File: src/rtl/viterbi_pkg.sv
// Shared types and constants for the Viterbi loopback frame controller.
package viterbi_pkg;

  typedef enum logic [2:0] {
    IDLE,
    PAYLOAD,
    TAIL,
    FLUSH,
    DONE
  } state_t;

  typedef struct packed {
    logic tag;
    logic ref_bit;
  } ref_ent_t;

  // x^16+x^14+x^13+x^11+1, right-shifting Fibonacci form
  localparam logic [15:0] LFSR_TAPS    = 16'h002D;
  localparam logic [15:0] DEFAULT_SEED = 16'hACE1;
  localparam logic [1:0]  INJ_MASK     = 2'b10;

  function automatic logic [15:0] lfsr_next(input logic [15:0] s);
    return {^(s & LFSR_TAPS), s[15:1]};
  endfunction

  function automatic logic [15:0] sat_inc(input logic [15:0] v);
    return (v == 16'hFFFF) ? v : v + 16'd1;
  endfunction

endpackage

File: src/rtl/viterbi_ref_pipe.sv
// Latency-matching delay line of {tag, ref_bit} with synchronous clear.
module viterbi_ref_pipe
  import viterbi_pkg::*;
#(
  parameter int unsigned DEPTH = 5
) (
  input  logic     clk,
  input  logic     rst,
  input  logic     clr,
  input  ref_ent_t d,
  output ref_ent_t q
);

  ref_ent_t [DEPTH-1:0] pipe_q;

  always_ff @(posedge clk or negedge rst) begin
    if (!rst) begin
      pipe_q <= '0;
    end else if (clr) begin
      pipe_q <= '0;
    end else begin
      pipe_q <= {pipe_q[DEPTH-2:0], d};
    end
  end

  assign q = pipe_q[DEPTH-1];

endmodule

File: src/rtl/viterbi_frame_ctrl.sv
// Frame sequencer/checker for the Viterbi loopback.
// Define VITERBI_CTRL_ERR_INJ_EN to enable periodic error injection.
module viterbi_frame_ctrl
  import viterbi_pkg::*;
#(
  parameter int unsigned FRAME_LEN  = 256,
  parameter int unsigned TAIL_LEN   = 2,
  parameter int unsigned DEC_LAT    = 16,
  parameter int unsigned INJ_PERIOD = 8
) (
  input  logic        clk,
  input  logic        rst,
  input  logic        start_i,
  input  logic        abort_i,
  input  logic [15:0] seed_i,
  input  logic        dec_bit_i,
  output logic        enc_en_o,
  output logic        enc_bit_o,
  output logic [1:0]  err_mask_o,
  output logic        busy_o,
  output logic        done_o,
  output logic [15:0] bit_err_ct_o,
  output logic [15:0] inj_ct_o
);

  localparam logic [31:0] PAY_LAST   = 32'(FRAME_LEN) - 32'd1;
  localparam logic [31:0] TAIL_LAST  = 32'(TAIL_LEN) - 32'd1;
  localparam logic [31:0] FLUSH_LAST = 32'(DEC_LAT);

  state_t      state_q;
  logic [31:0] cnt_q;
  logic [15:0] lfsr_q;
  logic [15:0] seed_eff;
  logic        start_acc;
  ref_ent_t    pipe_d;
  ref_ent_t    pipe_q;

  assign seed_eff  = (seed_i == 16'h0000) ? DEFAULT_SEED : seed_i;
  assign start_acc = (state_q == IDLE) && start_i && !abort_i;

  always_ff @(posedge clk or negedge rst) begin
    if (!rst) begin
      state_q   <= IDLE;
      cnt_q     <= '0;
      lfsr_q    <= DEFAULT_SEED;
      enc_en_o  <= 1'b0;
      enc_bit_o <= 1'b0;
      busy_o    <= 1'b0;
      done_o    <= 1'b0;
    end else if (abort_i) begin
      state_q   <= IDLE;
      cnt_q     <= '0;
      enc_en_o  <= 1'b0;
      enc_bit_o <= 1'b0;
      busy_o    <= 1'b0;
      done_o    <= 1'b0;
    end else begin
      case (state_q)
        IDLE: begin
          if (start_i) begin
            state_q   <= PAYLOAD;
            cnt_q     <= '0;
            lfsr_q    <= lfsr_next(seed_eff);
            enc_en_o  <= 1'b1;
            enc_bit_o <= seed_eff[0];
            busy_o    <= 1'b1;
          end
        end
        PAYLOAD: begin
          if (cnt_q == PAY_LAST) begin
            cnt_q     <= '0;
            enc_bit_o <= 1'b0;
            if (TAIL_LEN == 0) begin
              state_q  <= FLUSH;
              enc_en_o <= 1'b0;
            end else begin
              state_q  <= TAIL;
            end
          end else begin
            cnt_q     <= cnt_q + 32'd1;
            enc_bit_o <= lfsr_q[0];
            lfsr_q    <= lfsr_next(lfsr_q);
          end
        end
        TAIL: begin
          if (cnt_q == TAIL_LAST) begin
            state_q  <= FLUSH;
            cnt_q    <= '0;
            enc_en_o <= 1'b0;
          end else begin
            cnt_q <= cnt_q + 32'd1;
          end
        end
        FLUSH: begin
          if (cnt_q == FLUSH_LAST) begin
            state_q <= DONE;
            cnt_q   <= '0;
            done_o  <= 1'b1;
          end else begin
            cnt_q <= cnt_q + 32'd1;
          end
        end
        DONE: begin
          state_q <= IDLE;
          done_o  <= 1'b0;
          busy_o  <= 1'b0;
        end
        default: begin
          state_q <= IDLE;
        end
      endcase
    end
  end

  // Only payload bits carry a tag; the tail is encoded but never checked.
  assign pipe_d = '{tag: (state_q == PAYLOAD), ref_bit: enc_bit_o};

  viterbi_ref_pipe #(
    .DEPTH(DEC_LAT + 1)
  ) u_ref_pipe (
    .clk(clk),
    .rst(rst),
    .clr(abort_i),
    .d  (pipe_d),
    .q  (pipe_q)
  );

  always_ff @(posedge clk or negedge rst) begin
    if (!rst) begin
      bit_err_ct_o <= '0;
    end else if (start_acc) begin
      bit_err_ct_o <= '0;
    end else if (!abort_i && pipe_q.tag && (pipe_q.ref_bit != dec_bit_i)) begin
      bit_err_ct_o <= sat_inc(bit_err_ct_o);
    end
  end

`ifdef VITERBI_CTRL_ERR_INJ_EN
  localparam logic [31:0] INJ_LAST = 32'(INJ_PERIOD) - 32'd1;

  logic [31:0] phase_q;

  always_ff @(posedge clk or negedge rst) begin
    if (!rst) begin
      phase_q    <= '0;
      err_mask_o <= '0;
      inj_ct_o   <= '0;
    end else if (abort_i) begin
      err_mask_o <= '0;
    end else if (start_acc) begin
      phase_q    <= '0;
      err_mask_o <= '0;
      inj_ct_o   <= '0;
    end else if (enc_en_o) begin
      if (phase_q == INJ_LAST) begin
        phase_q    <= '0;
        err_mask_o <= INJ_MASK;
        inj_ct_o   <= sat_inc(inj_ct_o);
      end else begin
        phase_q    <= phase_q + 32'd1;
        err_mask_o <= '0;
      end
    end else begin
      err_mask_o <= '0;
    end
  end
`else
  assign err_mask_o = 2'b00;
  assign inj_ct_o   = 16'h0000;
`endif

endmodule

File: config.mk
export PLATFORM = sky130hd
export DESIGN_NAME = viterbi_frame_ctrl
export DESIGN_NICKNAME = d
export VERILOG_FILES = /design/src/rtl/viterbi_pkg.sv /design/src/rtl/viterbi_ref_pipe.sv /design/src/rtl/viterbi_frame_ctrl.sv
export SDC_FILE = /design/constraint.sdc
export NUM_CORES = 1
export LEC_CHECK = 0
export CAP_MARGIN = 20
export CORE_MARGIN = 4
export CORE_UTILIZATION = 44
export DETAILED_ROUTE_END_ITERATION = 7
export GPL_ROUTABILITY_DRIVEN = 0
export HOLD_SLACK_MARGIN = 0.02
export PLACE_DENSITY = 0.67
export SYNTH_ARGS = -nofsm -noshare
export SYNTH_HDL_FRONTEND = slang
export SYNTH_SLANG_ARGS = --single-unit
File: constraint.sdc
create_clock -name clk -period 2 [get_ports clk]
set_input_delay 0.3 -clock clk [delete_from_list [all_inputs] [get_ports clk]]
set_output_delay 0.3 -clock clk [all_outputs]
set_load 0.01 [all_outputs]
==> run summary <==
Root Driver: sky130_fd_sc_hd__clkbuf_16
Final setup skew: 10.98 ps
Final-report setup violation count: 28
Maximum clock rate: 473.4 MHz
Top cell type's share of synthesized area: 0.4605
Post-placement cell area: 0.006220 mm²
Fraction of met1 tracks used by global routing: 0.2313
Clock latency on the worst-skew pair: 350 ps
CTS Buffer Depth: 2
First-pass GRT wire length: 20410 µm
Post-DRT Antenna Nets: 0
Antenna violations before repair: 0
Vias in the first global route: 4233
Yosys cell types: 57
Number of flops mapped to enable cells by yosys: 0
Cell area after layout: 0.007022 mm²
CTS H-tree depth: 3
Clock slew seen by the registers of the worst setup and hold paths: 80 ps
Fin crit share: 1.056
Rows: 39
Most repeated cell in the gate-level netlist after synthesis: sky130_fd_sc_hd__dfrtp_1
Global-route layer with the greatest usage: met2
Switching power summed over all nets: 1.242 mW
Critical path capture point type: flop
Number of synthesized register bits: 105
Layout area overhead: 33.21%
Clock tree from TritonCTS: built
Share of the yosys chip area belonging to registers: 0.5004
Area of the core: 0.01156 mm²
Type of origin of the critical path: flop
Cell count after synthesis: 532
Logic pwr share: 0.141
Cell family with most CP delay: simple AND/OR/NAND/NOR gates
Class of the tightest hold or removal check: in2async
Routed wire length per instance: 15.47 µm
Number of pins exceeding their max-slew limit in the final report: 0
Global-route track usage on met2: 0.2991
Violations in the final reports: setup timing
Final std cells w/o fill: 795
Input/output buffers: 40
Worst-path fanout max: 6
Number of hold violations in the final report: 0
Data required time at the worst endpoint: 2240 ps
DRC violations left: 0
Leading post-synthesis cells by cell area: sky130_fd_sc_hd__dfrtp_1 46%, sky130_fd_sc_hd__nor2b_1 4.5%, sky130_fd_sc_hd__nor2_1 4.4%
Count of antenna diodes in the layout: 0
Internal power component: 3.613 mW
Remaining global-route overflow: 0
DPL Wire Length: 8178 µm
Overall routing resource usage: 0.1774
Buffers and inverters on the worst path: 1
Setup TNS: -1221 ps
Initial DRC count: 287
Number of placed I/O pins: 59
Power density over the cells: 691.4 mW/mm²
Setup repair after global routing missed its margin: yes
TritonRoute pass-1 iters: 4
Ratio of cells with drive above 1 in the final layout: 0.2929
Worst Setup Path Type: reg2reg
Endpoint arrival time on the critical path: 2350 ps
Synth Cell Area: 0.005271 mm²
Met3 global-route usage: 0.03556
Initial core utilization: 0.4558
Status: finished, violations left
Placed Cells: 758
Top FF cell, synth: sky130_fd_sc_hd__dfrtp_1
Largest area contributor in the synthesized netlist: sky130_fd_sc_hd__dfrtp_1
Die outline area: 0.01380 mm²
Share of total power in the clock network: 0.376
Via-to-Cell Ratio: 5.326
Slowest stage delay, CP: 550 ps
Largest net degree at the start of global routing: 39
Minimum period implied by the final worst setup slack: 2113 ps
Synth Area per Inst: 9.908 µm²
Floorplan die height: 117.5 µm
Number of nets in the layout: 672
Via count: 4234
Power share of the sequential group: 0.483
Detailed-route wire length: 12300 µm
Cell breakdown of the critical path: or4_4, nor2_4, nand4_4, o2111ai_4, buf_4, nor3b_1, a21o_1
Peak supply drop: 0.0004635 V
Asr flop ratio synth: 1.000
Final Util: 0.6072
Number of warning messages in the yosys log: 0
Die X: 117.5 µm
Slowest stage cell, crit path: sky130_fd_sc_hd__or4_4
Most instantiated cells after synthesis: 97 x sky130_fd_sc_hd__dfrtp_1, 62 x sky130_fd_sc_hd__nor2_1, 38 x sky130_fd_sc_hd__nor2b_1
Number of clock buffers inserted by TritonCTS: 9
Final Worst Setup Slack: -112.6 ps
Sw frac: 0.2558
Sinks on Clock Net: 105
Pleak: 3.046 nW
Max-cap violations: 0
## sequential cells by signal (all words and copies together) (netlist names)
| signal | count |
|---|---|
| cnt_q | 32 |
| u_ref_pipe.pipe_q | 32 |
| bit_err_ct_o | 16 |
| lfsr_q | 16 |
| state_q | 3 |
| u_ref_pipe.q | 2 |
| busy_o | 1 |
| done_o | 1 |
| enc_bit_o | 1 |
| enc_en_o | 1 |
## worst paths after layout
check                                                start                         endpoint  slack [ps]  cells past startpoint
setup / recovery                     cnt_q[19]$_DFFE_PN0P_            cnt_q[16]$_DFFE_PN0P_        -110                      7
hold / removal                                         rst      bit_err_ct_o[5]$_DFFE_PN0P_         450                      2
setup reg to reg                     cnt_q[19]$_DFFE_PN0P_            cnt_q[16]$_DFFE_PN0P_        -110                      7
hold reg to reg            u_ref_pipe.pipe_q[21]$_DFF_PN0_  u_ref_pipe.pipe_q[23]$_DFF_PN0_         460                      1
max in group asynchronous                              rst            lfsr_q[6]$_DFFE_PN1P_         930                      3
min in group clk           u_ref_pipe.pipe_q[21]$_DFF_PN0_  u_ref_pipe.pipe_q[23]$_DFF_PN0_         460                      1
## layout make-up
cell class	count	area, µm²
clock buffer	10	229.0
clock inverter	6	83.83
fill	953	4543
inverter	15	56.30
multi-input combinational	385	2639
sequential	105	2639
tap	143	178.9
timing repair buffer	131	1196
## metrics by stage
| stage | hold slack (ps) | setup WS, ps | total power [mW] |
|---|---|---|---|
| after CTS | 459.8 | -85.37 | 4.842 |
| after detailed placement | 292.5 | -150.5 | 2.971 |
| after floorplan | 4.409 | -52.14 | 2.757 |
| after global routing | 480.2 | -181.5 | 5.091 |
| final | 447.3 | -112.6 | 4.855 |
| after global placement | 282.2 | -93.69 | 2.955 |
## worst reg2reg max path: stages (launching register included)
cell and delay [ps]:
sky130_fd_sc_hd__dfrtp_1 390, sky130_fd_sc_hd__or4_4 550, sky130_fd_sc_hd__nor2_4 180, sky130_fd_sc_hd__nand4_4 120, sky130_fd_sc_hd__o2111ai_4 320, sky130_fd_sc_hd__buf_4 230, sky130_fd_sc_hd__nor3b_1 70, sky130_fd_sc_hd__a21o_1 150
## power by group through the flow
stage	clock, mW	sequential (mW)	combinational (mW)
floorplan	0	2.37	0.391
global placement	0	2.38	0.579
detailed placement	0	2.38	0.592
CTS	1.87	2.34	0.628
global route	1.97	2.36	0.763
finish	1.82	2.34	0.687
## layout by cell type, fill, tap and decap left out, types with 9 or more instances in the layout
cell type / synthesis / routed
sky130_fd_sc_hd__dfrtp_1: 97 / 96
sky130_fd_sc_hd__buf_4: 19 / 75
sky130_fd_sc_hd__nor2_1: 62 / 46
sky130_fd_sc_hd__clkdlybuf4s50_1: 0 / 39
sky130_fd_sc_hd__nor2b_1: 38 / 38
sky130_fd_sc_hd__nand2_1: 31 / 31
sky130_fd_sc_hd__a21oi_1: 26 / 22
sky130_fd_sc_hd__nand3_1: 28 / 21
sky130_fd_sc_hd__xnor2_1: 20 / 19
sky130_fd_sc_hd__conb_1: 1 / 18
sky130_fd_sc_hd__inv_1: 15 / 15
sky130_fd_sc_hd__nand4_1: 13 / 13
sky130_fd_sc_hd__nor3_1: 15 / 10
sky130_fd_sc_hd__mux2i_1: 10 / 10
sky130_fd_sc_hd__clkbuf_16: 0 / 10
sky130_fd_sc_hd__buf_6: 5 / 10
sky130_fd_sc_hd__nor2_4: 1 / 9
sky130_fd_sc_hd__xor2_1: 9 / 9
sky130_fd_sc_hd__nor2_2: 1 / 9
## metal layers
layer	part of all wire	up-vias	wire length (µm)
li1	-	2046	-
met1	0.43	2066	5327
met2	0.51	101	6227
met3	0.040	21	489
met4	0.020	0	251
met5	0	-	0
## timing repair
action	CTS	global route
setup buffers	5	12
pin swaps	18	34
gates cloned	1	2
endpoints found under the setup margin	33	50
gates resized for setup	29	55
hold endpoints to repair	33	0
hold buffers	1	0
## cells by family (layout without fill, tap and decap cells)
| family | count (synthesis) | after routing | synth area share |
|---|---|---|---|
| other | 1 | 18 | 0.0007114 |
| adders and majority gates | 4 | 4 | 0.009495 |
| AOI/OAI and AO/OA | 74 | 74 | 0.09518 |
| muxes | 18 | 18 | 0.03608 |
| buffers and inverters | 59 | 162 | 0.06361 |
| xor gates and xnor gates | 29 | 29 | 0.04819 |
| and+or+nand+nor | 242 | 242 | 0.2464 |
| DFF | 105 | 105 | 0.5004 |
(Power assumes the default switching activity.)
